`src/rtl/cpu_pkg.sv`:
```
// Shared CPU definitions used by the divider and its datapath step.
//   DIV_WIDTH        default operand/result width
//   DIV_OP_*         2-bit M-extension divide opcode encodings
//   div_state_e      divider control states
//   div_op_signed()  1 for DIV/REM (bit 0 clear)
//   div_op_rem()     1 for REM/REMU (bit 1 set)
package cpu_pkg;

  localparam int DIV_WIDTH = 32;

  localparam logic [1:0] DIV_OP_DIV  = 2'b00;
  localparam logic [1:0] DIV_OP_DIVU = 2'b01;
  localparam logic [1:0] DIV_OP_REM  = 2'b10;
  localparam logic [1:0] DIV_OP_REMU = 2'b11;

  typedef enum logic [1:0] {
    DIV_IDLE = 2'd0,
    DIV_CALC = 2'd1,
    DIV_FIX  = 2'd2,
    DIV_DONE = 2'd3
  } div_state_e;

  function automatic logic div_op_signed(input logic [1:0] op_i);
    return ~op_i[0];
  endfunction

  function automatic logic div_op_rem(input logic [1:0] op_i);
    return op_i[1];
  endfunction

endpackage

```
`src/rtl/div_step.sv`:
```
// One radix-2 restoring division iteration (combinational).
// Ports:
//   i_rem  partial remainder before the step
//   i_quo  quotient register before the step (dividend bits shift out of its MSB)
//   i_div  divisor magnitude
//   o_rem  partial remainder after the step
//   o_quo  quotient register after the step (new quotient bit in the LSB)
module div_step
  import cpu_pkg::*;
#(
  parameter int WIDTH = DIV_WIDTH
) (
  input  logic [WIDTH-1:0] i_rem,
  input  logic [WIDTH-1:0] i_quo,
  input  logic [WIDTH-1:0] i_div,
  output logic [WIDTH-1:0] o_rem,
  output logic [WIDTH-1:0] o_quo
);

  logic        [WIDTH:0] w_shift;
  logic signed [WIDTH:0] w_trial;

  // Since rem < divisor before the step, the true trial value lies in
  // [-divisor, divisor-1], so WIDTH+1 bits hold it and its MSB is the sign.
  assign w_shift = {i_rem, i_quo[WIDTH-1]};
  assign w_trial = w_shift - {1'b0, i_div};

  assign o_rem = w_trial[WIDTH] ? w_shift[WIDTH-1:0] : w_trial[WIDTH-1:0];
  assign o_quo = {i_quo[WIDTH-2:0], ~w_trial[WIDTH]};

endmodule

```
`src/rtl/div_unit.sv`:
```
// Iterative radix-2 restoring divider for DIV/DIVU/REM/REMU.
// Operands come from the register file read ports and the result goes back
// through the register file write port. busy stalls the pipeline while the
// divider is not idle.
// Ports:
//   clk, rst        clock (rising edge), synchronous active-high reset
//   start           request, sampled only in IDLE
//   op, rd          opcode and destination register, latched with start
//   busA, busB      dividend and divisor, latched with start
//   busy            high in every state except IDLE
//   wren, rw, busW  one-cycle register file write (suppressed when rd = 0)
module div_unit
  import cpu_pkg::*;
#(
  parameter int WIDTH   = DIV_WIDTH,
  parameter int REGADDR = 5
) (
  input  logic               clk,
  input  logic               rst,
  input  logic               start,
  input  logic [1:0]         op,
  input  logic [REGADDR-1:0] rd,
  input  logic [WIDTH-1:0]   busA,
  input  logic [WIDTH-1:0]   busB,
  output logic               busy,
  output logic               wren,
  output logic [REGADDR-1:0] rw,
  output logic [WIDTH-1:0]   busW
);

  localparam int                CNT_W   = $clog2(WIDTH);
  localparam logic [CNT_W-1:0]  LAST    = CNT_W'(WIDTH - 1);
  localparam logic [WIDTH-1:0]  MIN_NEG = {1'b1, {(WIDTH-1){1'b0}}};

  div_state_e         r_state;
  logic [CNT_W-1:0]   r_count;
  logic [WIDTH-1:0]   r_rem;
  logic [WIDTH-1:0]   r_quo;
  logic [WIDTH-1:0]   r_div;
  logic               r_is_rem;
  logic               r_qneg;
  logic               r_rneg;
  logic [REGADDR-1:0] r_rd;
  logic               r_busy;
  logic               r_wren;
  logic [REGADDR-1:0] r_rw;
  logic [WIDTH-1:0]   r_busW;

  logic               w_signed;
  logic [WIDTH-1:0]   w_absA;
  logic [WIDTH-1:0]   w_absB;
  logic               w_div0;
  logic               w_ovf;
  logic [WIDTH-1:0]   w_special;
  logic [WIDTH-1:0]   w_step_rem;
  logic [WIDTH-1:0]   w_step_quo;
  logic [WIDTH-1:0]   w_q_fix;
  logic [WIDTH-1:0]   w_r_fix;

  // Two's complement negation when neg is set.
  function automatic logic [WIDTH-1:0] cond_neg(input logic neg,
                                                input logic [WIDTH-1:0] v);
    return neg ? (~v + WIDTH'(1)) : v;
  endfunction

  assign w_signed = div_op_signed(op);
  assign w_absA   = cond_neg(w_signed & busA[WIDTH-1], busA);
  assign w_absB   = cond_neg(w_signed & busB[WIDTH-1], busB);
  assign w_div0   = (busB == '0);
  assign w_ovf    = w_signed & (busA == MIN_NEG) & (busB == '1);

  // Results that bypass the iteration: divide by zero and signed overflow.
  always_comb begin
    w_special = '0;
    if (w_div0)
      w_special = div_op_rem(op) ? busA : '1;
    else
      w_special = div_op_rem(op) ? '0 : MIN_NEG;
  end

  div_step #(.WIDTH(WIDTH)) u_step (
    .i_rem (r_rem),
    .i_quo (r_quo),
    .i_div (r_div),
    .o_rem (w_step_rem),
    .o_quo (w_step_quo)
  );

  assign w_q_fix = cond_neg(r_qneg, r_quo);
  assign w_r_fix = cond_neg(r_rneg, r_rem);

  always_ff @(posedge clk) begin
    if (rst) begin
      r_state  <= DIV_IDLE;
      r_count  <= '0;
      r_rem    <= '0;
      r_quo    <= '0;
      r_div    <= '0;
      r_is_rem <= 1'b0;
      r_qneg   <= 1'b0;
      r_rneg   <= 1'b0;
      r_rd     <= '0;
      r_busy   <= 1'b0;
      r_wren   <= 1'b0;
      r_rw     <= '0;
      r_busW   <= '0;
    end else begin
      r_wren <= 1'b0;
      case (r_state)
        DIV_IDLE: begin
          if (start) begin
            r_is_rem <= div_op_rem(op);
            r_rd     <= rd;
            r_div    <= w_absB;
            r_qneg   <= w_signed & (busA[WIDTH-1] ^ busB[WIDTH-1]);
            r_rneg   <= w_signed & busA[WIDTH-1];
            r_count  <= '0;
            r_busy   <= 1'b1;
            if (w_div0 || w_ovf) begin
              r_busW  <= w_special;
              r_rw    <= rd;
              r_wren  <= (rd != '0);
              r_state <= DIV_DONE;
            end else begin
              r_rem   <= '0;
              r_quo   <= w_absA;
              r_state <= DIV_CALC;
            end
          end
        end
        DIV_CALC: begin
          r_rem   <= w_step_rem;
          r_quo   <= w_step_quo;
          r_count <= r_count + 1'b1;
          if (r_count == LAST)
            r_state <= DIV_FIX;
        end
        DIV_FIX: begin
          r_busW  <= r_is_rem ? w_r_fix : w_q_fix;
          r_rw    <= r_rd;
          r_wren  <= (r_rd != '0);
          r_state <= DIV_DONE;
        end
        DIV_DONE: begin
          r_busy  <= 1'b0;
          r_state <= DIV_IDLE;
        end
        default: r_state <= DIV_IDLE;
      endcase
    end
  end

  assign busy = r_busy;
  assign wren = r_wren;
  assign rw   = r_rw;
  assign busW = r_busW;

endmodule
```
`config.mk`:
```
export PLATFORM = sky130hd
export DESIGN_NAME = div_unit
export DESIGN_NICKNAME = d
export VERILOG_FILES = /design/src/rtl/cpu_pkg.sv /design/src/rtl/div_step.sv /design/src/rtl/div_unit.sv
export SDC_FILE = /design/constraint.sdc
export NUM_CORES = 1
export LEC_CHECK = 0
export CAP_MARGIN = 20
export CORE_ASPECT_RATIO = 0.7
export CORE_UTILIZATION = 45
export CTS_CLUSTER_SIZE = 24
export DETAILED_ROUTE_END_ITERATION = 10
export GPL_TIMING_DRIVEN = 0
export PLACE_DENSITY = 0.76
export SETUP_SLACK_MARGIN = 0.4
export SLEW_MARGIN = 20
export SYNTH_ARGS = -nofsm -noshare
export SYNTH_HDL_FRONTEND = slang
export SYNTH_SLANG_ARGS = --single-unit
```
`constraint.sdc`:
```
create_clock -name clk -period 3.1 [get_ports clk]
set_input_delay 0.465 -clock clk [delete_from_list [all_inputs] [get_ports clk]]
set_output_delay 0.465 -clock clk [all_outputs]
set_load 0.02 [all_outputs]
```
==> reports/results.tsv, run 1 <==
metric	value	unit
fillers	2069	
register area	3060	um^2
routed vias/inst	6.32	
Worst Path Max Fanout	5	
largest family of logic cells by synthesized area	compound AO/OA/AOI/OAI gates	
Multi-input gate area	8240	um^2
Final Slew Violations	0	
Tcrit/Tclk final	0.935	
Synth Area in Compound Gates	0.272	
P_sw	4.28	mW
post-synth top area cell	dfxtp_1	
R2R Setup Slk	0.20	ns
power per cell area	654	nW/um^2
met3 WL post-DR	5410	um
placed instance area	12600	um^2
WL final	42700	um
Layout Area Growth over Synthesis	34.7	%
Slew @ Worst Pin	0.886	ns
H-tree depth	4	
Fin Setup TNS	0	ns
critical path required time	3.44	ns
GRT Util Overall	0.327	
distinct cell type count after synthesis	75	
Starting DRT DRC Count	1463	
RSZ-0062 raised after global routing	true	
Die W	189	um
Leak Pwr	5.74	nW
r2r startpoint	r_quo[31]	
Post-synth top flop	dfxtp_1	
xor and xnor area share after synthesis	0.111	
syn_nets	1634	
Detailed Routing Iterations Pass 1	5	
commonest non-fill, non-tap cell in the layout	nand2_1	
clock-pin slew on the worst setup and hold paths	0.07	ns
largest net degree at the start of global routing	17	
Synth Area in Adders	0.0504	
M1 wire length	18800	um
Sw Share	0.440	
Netlist Area Pre-Place	11100	um^2
port buffer count	111	
hold slack	0.406	ns
Num CTS Buffers	17	
synthesized area per cell	7.30	um^2
antenna cell count	0	
layout cells sized above 1	0.185	
Flop pwr share	0.270	
total chip power	9.74	mW
Clock Path Buffers	2	
cell repeated most along the worst path	buf_6	
Starting Density	0.464	
Non-Filler Instances	2057	
hold depth	3	
Routed Antenna Nets	0	
routability cong.	0.994	
Yosys warning count	0	
Setup WS post-layout	0.201	ns
crit start category	register	
share of Yosys cell area claimed by the top area cell type	0.271	
status	complete, no violations	
worst setup path startpoint	r_quo[31]	
CTS Hold Bufs	0	
Reg2Reg Depth	14	
first-pass GRT wire length	64300	um
Post-Synth Simple-Gate Area	0.219	
Peak VDD IR	0.477	mV
Die H	133	um
Sink Count	150	
post-DP HPWL	30400	um
placement row count	47	
Max Clock Freq	0.345	GHz
DRC violations left	0	
# Max-Cap Violations	0	
die area	25200	um^2
final hold violation count	0	
RR Endpoint	r_rem[28]	
met2 routed WL	17400	um
vias post-DR	13000	
clk_lat worst skew	0.46	ns
TritonCTS clock tree	done	
async set-reset flop share out of synthesis	0	
post-synthesis cell count	1516	
WP data arrival	3.24	ns
critical path class	register to register	
crit end category	register	
internal power	5.46	mW
leading cell types in the layout, fill and taps excluded	nand2_1, a21oi_1, nor2_1, dfxtp_1, o21ai_0	
multiplexer area fraction after synthesis	0.0200	
Post-Place Cells	1945	
core area	23900	um^2
top cells by area, synth	dfxtp_1, nand2_1, xnor2_1, a21oi_1, o21ai_0	
design area	14900	um^2
CP endpoint	r_rem[28]	
Synth Register Bits	150	
Clk Tree Root Cell	clkbuf_16	
initial antenna violation count	0	
Gate power share	0.496	
Ports	113	
Post-synth EDFFs	0	
Clock power frac	0.234	
nets	1844	
vias in the first global route	11700	
Highest Signal Layer	met4	
Max stage delay cell, worst path	dfxtp_2	
post-layout min period	2.90	ns
max incr delay on CP	0.36	ns
clk_skew	0.0171	ns
worst slack, placed	-1.06	ns
total global routing overflow	0	
Critical Path, Cell by Cell	inv_2 > ha_4 > fa_2 > nand2b_4 > a21oi_4 > o21a_1 > nand3b_1 > and3b_2 > a311oi_4 > buf_6 > or2b_4 > buf_6 > nor2_1 > a221o_1	
Hold Path Class	input port to register	
Routed WL per cell	20.8	um
sequential element share of the synthesized area	0.271	
Core Util, Final	0.624	
Slew HR	0.402	
Final setup viols	0	
[per-layer routing]
metal	global-route usage	vias up
met5	0	-
met4	0.0909	0
met3	0.0883	104
met2	0.458	851
met1	0.484	6193
li1	-	5846
[worst min path at each step]
stage               startpoint        end  slack (ns)
floorplan            r_div[13]  r_div[13]        0.43
global placement      busW[18]   busW[18]        0.43
detailed placement    busW[26]   busW[26]        0.45
CTS                   busW[18]   busW[18]        0.46
global route           busB[1]   r_div[1]        0.43
finish                busB[20]  r_div[20]        0.41
[Yosys cell counts, drive strengths merged, types with 18 or more instances]
cell type,instances
dfxtp,150
inv,64
xor2,54
o21ai,141
o41ai,18
nor3,24
a21oi,147
o31ai,18
nand3,18
ha,43
nor2,141
nand4,18
mux2i,21
or4,19
clkbuf,71
xnor2,86
buf,22
nand2,214
o211ai,28
a211oi,37
[cells by family after synthesis]
family / after synthesis
AO/OA/AOI/OAI: 484
XOR/XNOR: 140
adder cells (fa/ha/maj): 44
buffers and inverters: 157
flip-flops: 150
multiplexers: 22
AND/OR/NAND/NOR: 519
[critical path: cells and delay by family (launching register included)]
kind            cells  cell delay [ns]
compound gates      4             0.65
simple gates        5             0.90
flops               1             0.36
buf+inv             3             0.36
fa+ha+maj           2             0.50
[power by group through the flow]
stage | combinational [mW] | clock (mW) | sequential, mW
detailed placement | 3.77 | 0 | 2.62
floorplan | 2.57 | 0 | 2.59
global route | 5.16 | 2.34 | 2.66
global placement | 3.71 | 0 | 2.62
CTS | 4.31 | 2.26 | 2.59
finish | 4.83 | 2.28 | 2.63
[registers in the layout (all words and copies together), names as in the netlist]
register / flops
busW: 32
r_div: 32
r_quo: 32
r_rem: 32
r_count: 5
r_rd: 5
rw: 5
r_state: 2
busy: 1
r_is_rem: 1
r_qneg: 1
r_rneg: 1
wren: 1
[final cells by class]
class / instances / area share
plain buffers: 93 / 0.0368
repair buffers: 191 / 0.120
clock buffers: 17 / 0.0285
flip-flops and latches: 150 / 0.205
inverters: 64 / 0.0161
clock inverters: 15 / 0.0130
well taps: 318 / 0.0267
multi-input cells: 1209 / 0.553
[what timing repair did]
action / CTS / global route
setup buffers: 50 / 27
setup endpoints to repair: 133 / 115
cloned: 1 / 2
pin swaps: 36 / 47
gates resized for setup: 175 / 162
No activity file was read; power rests on OpenSTA's default activity.
==> run 2: changes to the inputs <==
==> constraint.sdc (replaced) <==
create_clock -name clk -period 3.1 [get_ports clk]
set_input_delay 0.62 -clock clk [delete_from_list [all_inputs] [get_ports clk]]
set_output_delay 0.62 -clock clk [all_outputs]
set_load 0.02 [all_outputs]
==> run 2 against run 1 <==
Compared with the run above: routed wire length is 1.2% higher; largest cell class unchanged; worst setup slack improved by 0.0030 ns; flip-flop and latch count did not move; largest power group unchanged; total power about the same; critical endpoint is now r_rem[21].
==> reports/results.tsv, run 2 (synthesized netlist as in run 1, its figures left out) <==
metric	value	unit	change
Fin Setup TNS	0	ns	unchanged
post-DP HPWL	30100	um	was 30400 um
core area	23900	um^2	unchanged
routed vias/inst	6.28		was 6.32
clock-pin slew on the worst setup and hold paths	0.07	ns	about the same
Multi-input gate area	8290	um^2	was 8240 um^2
Post-Place Cells	1945		unchanged
Sink Count	150		unchanged
Peak VDD IR	0.464	mV	was 0.477 mV
critical path class	register to register		unchanged
RR Endpoint	r_rem[21]		was r_rem[28]
hold path start	busW[18]		was busB[20]
crit start category	register		unchanged
initial antenna violation count	0		unchanged
total global routing overflow	0		unchanged
r2r startpoint	r_quo[31]		unchanged
Crit path depth	14		unchanged
largest net degree at the start of global routing	17		unchanged
hold depth	2		was 3
DRC violations left	0		unchanged
Routed WL per cell	21.0	um	was 20.8 um
Slew @ Worst Pin	0.856	ns	was 0.886 ns
RSZ-0062 raised after global routing	true		unchanged
vias in the first global route	11400		was 11700
layout cells sized above 1	0.195		was 0.185
# Max-Cap Violations	0		unchanged
TritonCTS clock tree	done		unchanged
Num CTS Buffers	17		unchanged
Max Clock Freq	0.345	GHz	about the same
Die W	189	um	unchanged
status	complete, no violations		unchanged
Starting Density	0.464		unchanged
GRT Util Overall	0.323		was 0.327
post-layout min period	2.90	ns	about the same
Clock Path Buffers	2		unchanged
Clock power frac	0.228		was 0.234
clk_skew	0.0123	ns	was 0.0171 ns
cell repeated most along the worst path	buf_6		unchanged
worst slack, placed	-1.15	ns	was -1.06 ns
Non-Filler Instances	2059		was 2057
Layout Area Growth over Synthesis	35.5	%	was 34.7%
hold-critical path endpoint	busW[18]		was r_div[20]
H-tree depth	4		unchanged
crit end category	register		unchanged
vias post-DR	12900		was 13000
Final setup viols	0		unchanged
Sw Share	0.438		was 0.440
Hold Path Class	register to register		was input port to register
internal power	5.47	mW	was 5.46 mW
Routed Antenna Nets	0		unchanged
Die H	133	um	unchanged
first-pass GRT wire length	63400	um	was 64300 um
max incr delay on CP	0.37	ns	was 0.36 ns
leading cell types in the layout, fill and taps excluded	nand2_1, a21oi_1, nor2_1, dfxtp_1, o21ai_0		unchanged
P_sw	4.27	mW	was 4.28 mW
WL final	43200	um	was 42700 um
Detailed Routing Iterations Pass 1	6		was 5
final hold violation count	0		unchanged
WP data arrival	3.22	ns	was 3.24 ns
power per cell area	649	nW/um^2	was 654 nW/um^2
critical path required time	3.42	ns	was 3.44 ns
Tcrit/Tclk final	0.934		was 0.935
register area	3060	um^2	about the same
Slew HR	0.422		was 0.402
Setup WS post-layout	0.204	ns	was 0.201 ns
Gate power share	0.502		was 0.496
CP delay by family, top	simple AND/OR/NAND/NOR gates		unchanged
commonest non-fill, non-tap cell in the layout	nand2_1		unchanged
antenna cell count	0		unchanged
die area	25200	um^2	unchanged
Leak Pwr	5.96	nW	was 5.74 nW
fillers	2018		was 2069
routability cong.	0.960		was 0.994
placement row count	47		unchanged
port buffer count	111		unchanged
Flop pwr share	0.270		about the same
total chip power	9.74	mW	about the same
Clk Tree Root Cell	clkbuf_16		unchanged
Starting DRT DRC Count	1950		was 1463
Worst Path Max Fanout	5		unchanged
Reg2Reg Depth	14		unchanged
nets	1846		was 1844
Max stage delay cell, worst path	dfxtp_4		was dfxtp_2
CP bufs+invs	3		unchanged
clk_lat worst skew	0.45	ns	was 0.46 ns
Critical Path, Cell by Cell	inv_4 > ha_4 > fa_2 > nand2b_4 > a21oi_4 > o21a_4 > nand3b_1 > and3b_2 > a311oi_4 > buf_6 > or2b_4 > buf_6 > nor2_4 > a221o_1		was inv_2 > ha_4 > fa_2 > nand2b_4 > a21oi_4 > o21a_1 > nand3b_1 > and3b_2 > a311oi_4 > buf_6 > or2b_4 > buf_6 > nor2_1 > a221o_1
Ports	113		unchanged
Final Slew Violations	0		unchanged
R2R Setup Slk	0.20	ns	about the same
==> run 2: cell count changes in the layout (fill, tap and decap cells not counted), sizes merged, moves of 2 or more <==
cell / previous run / this run
dlymetal6s2s: 12 / 31
inv: 69 / 67
dlygate4sd2: 6 / 9
clkinv: 2 / 4
buf: 104 / 113
clkbuf: 87 / 89
clkdlybuf4s50: 90 / 60
==> run 2: cell type report <==
type / instances / share of cell area
Multi-Input combinational cell: 1209 / 0.553
Sequential cell: 150 / 0.204
Timing Repair Buffer: 193 / 0.122
Buffer: 93 / 0.0373
Clock buffer: 18 / 0.0293
Tap cell: 318 / 0.0265
Inverter: 64 / 0.0164
Clock inverter: 14 / 0.0116
==> run 2: worst max path at each step <==
| stage | start | endpoint | slack (ns) |
|---|---|---|---|
| 5_1_grt | r_div[25] | r_rem[21] | 0.13 |
| 4_1_cts | r_quo[31] | r_rem[21] | 0.23 |
| 3_3_place_gp | busA[20] | busW[18] | -1.18 |
| 2_1_floorplan | busB[2] | r_rem[28] | 0.22 |
| 6_report | r_quo[31] | r_rem[21] | 0.20 |
| 3_5_place_dp | busA[20] | busW[18] | -1.15 |
==> run 2: power by group through the flow <==
stage / clock (mW) / sequential [mW] / combinational (mW)
4_1_cts: 2.21 / 2.60 / 4.24
6_report: 2.22 / 2.63 / 4.89
3_5_place_dp: 0 / 2.62 / 3.81
5_1_grt: 2.29 / 2.66 / 5.19
3_3_place_gp: 0 / 2.62 / 3.74
2_1_floorplan: 0 / 2.59 / 2.60
==> run 2: worst min-delay path: cells and delay by family, from the launching register on <==
kind | cells | cell delay (ns)
flops | 1 | 0.31
simple gates | 2 | 0.09
==> run 2: per-stage QoR <==
stage / utilization / cell area (um^2) / hold slack [ns]
final: 0.628 / 15000 / 0.442
after global routing: 0.628 / 15000 / 0.479
after CTS: 0.592 / 14100 / 0.444
after detailed placement: 0.530 / 12600 / 0.435
after global placement: 0.530 / 12600 / 0.430
after floorplan: - / 11100 / 0.432
==> run 2: layer usage <==
layer	routed length, um	GRT usage
met1	18500	0.474
met2	17600	0.454
met3	5820	0.0951
met4	1260	0.0829
met5	45	0
==> run 2: timing repair <==
| action | in CTS | in global routing |
|---|---|---|
| gates resized for setup | 203 | 200 |
| hold buffers | 0 | 0 |
| gates cloned | 3 | 1 |
| setup buffers | 39 | 39 |
| pin swaps | 40 | 66 |
| setup endpoints to repair | 134 | 113 |
==> run 3: changes to the inputs <==
Settings changed: ABC_AREA from default to 1, PLACE_DENSITY 0.76 to 0.74, SLEW_MARGIN 20 to default.
==> run 3 against run 2 <==
Compared with the run above: routed wire length rose by 42%; non-clock buffer count shrank 76; clock-buffer cell count unchanged.
==> reports/results.tsv, run 3 <==
metric	value	unit	change
initial antenna violation count	1		was 0
post-DP HPWL	50200	um	was 30100 um
distinct cell type count after synthesis	49		was 75
hold depth	2		unchanged
Tcrit/Tclk final	0.868		was 0.934
Routed Antenna Nets	0		unchanged
async set-reset flop share out of synthesis	0		unchanged
Post-Place Cells	2892		was 1945
commonest cells in the netlist	nand2_1, inv_1, nor2_1		was nand2_1, dfxtp_1, a21oi_1
synthesized area per cell	5.64	um^2	was 7.30 um^2
# Max-Cap Violations	0		unchanged
first-pass GRT wire length	90600	um	was 63400 um
Die W	209	um	was 189 um
CTS Hold Bufs	0		unchanged
commonest non-fill, non-tap cell in the layout	nand2_1		unchanged
R2R Setup Slk	0.42	ns	was 0.20 ns
largest net degree at the start of global routing	17		unchanged
clock-pin slew on the worst setup and hold paths	0.07	ns	about the same
syn_nets	2521		was 1634
TritonCTS clock tree	done		unchanged
Ports	113		unchanged
RSZ-0062 raised after global routing	false		was true
r2r startpoint	r_div[6]		was r_quo[31]
Num CTS Buffers	17		unchanged
routed vias/inst	5.67		was 6.28
core area	29300	um^2	was 23900 um^2
Hold Path Class	register to register		unchanged
WL final	61200	um	was 43200 um
leading cell types in the layout, fill and taps excluded	nand2_1, inv_1, nor2_1, nand3_1, o21ai_0		was nand2_1, a21oi_1, nor2_1, dfxtp_1, o21ai_0
most frequent cell after synthesis	nand2_1		unchanged
Leak Pwr	7.76	nW	was 5.96 nW
hold path start	busW[9]		was busW[18]
placement row count	52		was 47
die area	30800	um^2	was 25200 um^2
Synth Register Bits	150		unchanged
vias in the first global route	15000		was 11400
Post-synth top flop	dfxtp_1		unchanged
DRC violations left	0		unchanged
Slew HR	0.296		was 0.422
Final setup viols	0		unchanged
total global routing overflow	0		unchanged
critical path required time	3.49	ns	was 3.42 ns
Clock Path Buffers	2		unchanged
Starting Density	0.463		was 0.464
Slew @ Worst Pin	1.05	ns	was 0.856 ns
nets	2661		was 1846
layout cells sized above 1	0.0771		was 0.195
GRT Util Overall	0.396		was 0.323
Final Slew Violations	0		unchanged
Routed WL per cell	20.9	um	was 21.0 um
Reg2Reg Depth	16		was 14
post-synthesis cell count	2403		was 1516
antenna cell count	0		unchanged
RR Endpoint	r_rem[17]		was r_rem[21]
crit end category	register		unchanged
Starting DRT DRC Count	2216		was 1950
critical path class	input port to register		was register to register
Netlist Area Pre-Place	13600	um^2	was 11100 um^2
Peak VDD IR	0.361	mV	was 0.464 mV
Die H	147	um	was 133 um
hold-critical path endpoint	busW[9]		was busW[18]
routability cong.	1.07		was 0.960
Detailed Routing Iterations Pass 1	6		unchanged
clk_skew	0.0172	ns	was 0.0123 ns
clk_lat worst skew	0.46	ns	was 0.45 ns
status	complete, no violations		unchanged
power per cell area	798	nW/um^2	was 649 nW/um^2
crit start category	input port		was register
placed instance area	15100	um^2	was 12600 um^2
Clk Tree Root Cell	clkbuf_16		unchanged
port buffer count	111		unchanged
vias post-DR	16600		was 12900
total chip power	12.9	mW	was 9.74 mW
post-synth top area cell	dfxtp_1		unchanged
Worst Path Max Fanout	10		was 5
Layout Area Growth over Synthesis	18.9	%	was 35.5%
design area	16100	um^2	was 15000 um^2
H-tree depth	4		unchanged
Non-Filler Instances	2934		was 2059
top cells by area, synth	dfxtp_1, nand2_1, inv_1, nand3_1, nor2_1		was dfxtp_1, nand2_1, xnor2_1, a21oi_1, o21ai_0
sequential element share of the synthesized area	0.222		was 0.271
Post-synth EDFFs	0		unchanged
Max Clock Freq	0.372	GHz	was 0.345 GHz
WP data arrival	3.08	ns	was 3.22 ns
final hold violation count	0		unchanged
Sink Count	150		unchanged
share of Yosys cell area claimed by the top area cell type	0.222		was 0.271
Yosys warning count	0		unchanged
post-layout min period	2.69	ns	was 2.90 ns
[run 3: per-layer routing]
metal,vias to the layer above,wire (um),GRT usage,share of wire
met5,-,0,0,0
met4,0,709,0.0625,0.012
met3,49,9850,0.198,0.16
met2,949,22100,0.508,0.36
met1,7666,28500,0.581,0.47
li1,7975,-,-,-
[run 3: worst max-delay path by stage]
stage	cells after the start	slack, ns	to	from
after detailed placement	14	-0.44	r_rem[0]	op[0]
final	14	0.41	busW[12]	busA[31]
after floorplan	18	0.76	r_rem[0]	r_quo[31]
after global routing	16	0.39	r_quo[10]	busB[0]
after global placement	14	-0.43	r_rem[0]	op[0]
after CTS	18	0.38	r_rem[17]	r_quo[31]
[run 3: stage by stage]
step	setup WS (ns)	TNS, ns	util	hold WS, ns
final	0.410	0	0.550	0.470
after detailed placement	-0.440	-16.21	0.517	0.461
after global placement	-0.431	-17.37	0.517	0.453
after floorplan	0.755	0	-	0.440
after global routing	0.391	0	0.550	0.489
after CTS	0.384	0	0.542	0.471
[run 3: final cells by class]
type,count,area [um^2]
Fill cell,3060,13200
Multi-Input combinational cell,1824,8970
Sequential cell,150,3010
Inverter,340,1280
Timing Repair Buffer,121,1220
Buffer,89,515
Tap cell,378,473
Clock buffer,18,439
Clock inverter,14,201
[run 3: critical path, stage by stage]
cell	delay [ns]
clkdlybuf4s50_1	0.64
nand2_2	0.21
inv_2	0.18
nand2_1	0.15
nor2_1	0.12
nand2_1	0.06
nor2_1	0.13
nand2_2	0.08
nand2_4	0.08
nand2_1	0.07
nand2_2	0.11
buf_2	0.26
nand3_1	0.18
a21oi_1	0.16
[run 3: repair_timing]
| item | 4_1_cts | 5_1_grt |
|---|---|---|
| pin swaps | 2 | 5 |
| resized for setup | 30 | 54 |
| endpoints found under the setup margin | 67 | 98 |
| gates cloned | 0 | 2 |
| setup buffers | 3 | 5 |
[run 3: cell families (layout without fill, tap and decap cells)]
logic type	Yosys count	count (layout)	share of synthesized area
simple gates	1339	1339	0.419
buf+inv	429	582	0.127
compound gates	397	397	0.163
flops	150	150	0.222
fa+ha+maj	44	44	0.0412
xor+xnor	44	44	0.0284
[run 3: power by group]
part           internal (mW)  total [mW]  switching, mW
clock network           1.33        2.35           1.02
registers               2.39        2.81          0.425
logic                   2.28        7.69           5.42
==> variant, RTL diff (settings of run 1) <==
`REGADDR`: 5 -> 6.
--- a/src/rtl/div_unit.sv
+++ b/src/rtl/div_unit.sv
@@ -13,7 +13,7 @@
   import cpu_pkg::*;
 #(
   parameter int WIDTH   = DIV_WIDTH,
-  parameter int REGADDR = 5
+  parameter int REGADDR = 6
 ) (
   input  logic               clk,
   input  logic               rst,
Interface: changed (resized rd and rw); port bits go from 113 to 115. The function was not compared with the original's and may differ.
==> variant against run 1 <==
Fmax shrank 1.2%. Power fell by 18%. Cell area grew 3.6%. Count of clock-buffer cells in the layout did not move. Die area increased by 3.1%. Sequential cell count rose by 2. Synthesized cell count is 1.3% lower. Area after synthesis rose by 3.1%. Setup slack got worse by 0.034 ns. Largest power group unchanged. Core utilization hardly changed. Sequential share of layout area fell by 0.42 points. Routed wire length up 2.9%. Clock skew fell by 0.0061 ns.
==> variant: results (changes against run 1) <==
* Status: completed
* Met2 Use GR at 44.58% (-1.3 points)
* Global-route wire length before repair at 64830 um (+0.78%)
* Peak supply drop at 0.4293 mV (-10%)
* Inverters excl. clock at 62 (-3.1%)
* Capturing point of the worst reg2reg path: r_rem[20]
* Slowest CP cell: or4_4
* Min-Delay Endpoint: r_div[31]
* Seq cells post-synth at 152 (+1.3%)
* CP peak stage delay at 0.51 ns (+0.15 ns)
* Grt met1 use at 47.78% (-0.59 points)
* Setup Skew at 0.01102 ns (-0.006094 ns)
* Reg power frac at 30.0% (+3.0 points)
* Synth area leaders: dfxtp_1 (27%), xor2_1 (5.7%), nand2_1 (5.5%)
* M1 WL at 19340 um (+2.9%)
* Port bufs at 113 (+1.8%)
* Synthesized-area fraction occupied by adder cells at 4.891% (-0.15 points)
* Clock distribution power at 2.17 mW (-5%)
* P_sw at 3.274 mW (-24%)
* Sequential fraction of total cell area at 20.11% (-0.42 points)
* Post-synthesis mux area share at 5.461% (+3.5 points)
* Detailed Routing Iterations Pass 1 at 6 (+1)
* Synth warnings at 0 (unchanged)
* Grt met3 use at 10.28% (+1.5 points)
* Vias in the first global route at 11575 (-1.1%)
* Filler Cells Inserted at 2050 (-0.92%)
* Clock-cell share at 3.841% (-0.31 points)
* Non-clock buffers at 276 (-2.8%)
* WL per Instance at 21.55 um (+3.7%)
* Rows at 48 (+2.1%)
* #MultiIn Comb at 1194 (-1.2%)
* Flop2flop setup slack at 0.17 ns (-0.03 ns)
* Inserted Diodes at 0 (unchanged)
* Vias after detailed routing at 12899 (-0.73%)
* Routed wl met2 at 18000 um (+3.3%)
* Synth Area in Compound Gates at 24.84% (-2.4 points)
* PwrDens at 518.7 nW/um2 (-21%)
* Reg2Reg Depth at 12 (-2)
* Layout cells sized above 1 at 21.45% (+2.9 points)
* Worst slew pin tran at 0.8933 ns (+0.007706 ns)
* Final hold slack at 0.3449 ns (-0.06071 ns)
* XOR/XNOR Fraction of Synth Area at 10.75% (-0.33 points)
* Placed wire-length estimate at 30600 um (+0.54%)
* Seq/Total Area, Yosys at 26.67% (-0.46 points)
* Met3 WL post-DR at 5696 um (+5.4%)
* Synth Instances at 1497 (-1.3%)
* Synthesized Nets at 1616 (-1.1%)
* Non-clock buffer area fraction after layout at 15.06% (-0.67 points)
* All-Layer GR Usage at 32.38% (-0.33 points)
* Arr. time, crit path at 3.27 ns (+0.03 ns)
* Fraction of area in multi-input gates at 56.82% (+1.5 points)
* 1st-iter DRT viols at 1785 (+22%)
* Final Net Count at 1822 (-1.2%)
* Worst min-delay path startpoint: busB[31]
* Max FO, Critical Path at 6 (+1)
* GP Congestion at 0.9572 (-3.7%)
* Reg2reg start: r_div[29]
==> variant: cell count changes after synthesis, sizes merged, moves of 8 or more <==
cell | before | now
a21o | 10 | 27
a21oi | 147 | 97
mux2i | 21 | 60
nand2 | 214 | 166
nand2b | 14 | 29
nor2 | 141 | 161
o211ai | 28 | 20
o21ai | 141 | 108
o31ai | 18 | 30
xnor2 | 86 | 66
xor2 | 54 | 74
==> variant: per-stage QoR <==
stage	area [um2]	instances	worst slack, ns
3_3_place_gp	13040	1935	-1.291
5_1_grt	15440	2041	0.1126
4_1_cts	14800	2017	0.2353
6_report	15440	2041	0.1668
2_1_floorplan	11500	1497	0.3154
3_5_place_dp	13040	1935	-1.294
==> variant: what timing repair did <==
action | 4_1_cts | 5_1_grt
setup buffers | 45 | 23
resized for setup | 280 | 172
cloned | 5 | 1
pin swaps | 52 | 58
setup endpoints to repair | 106 | 132
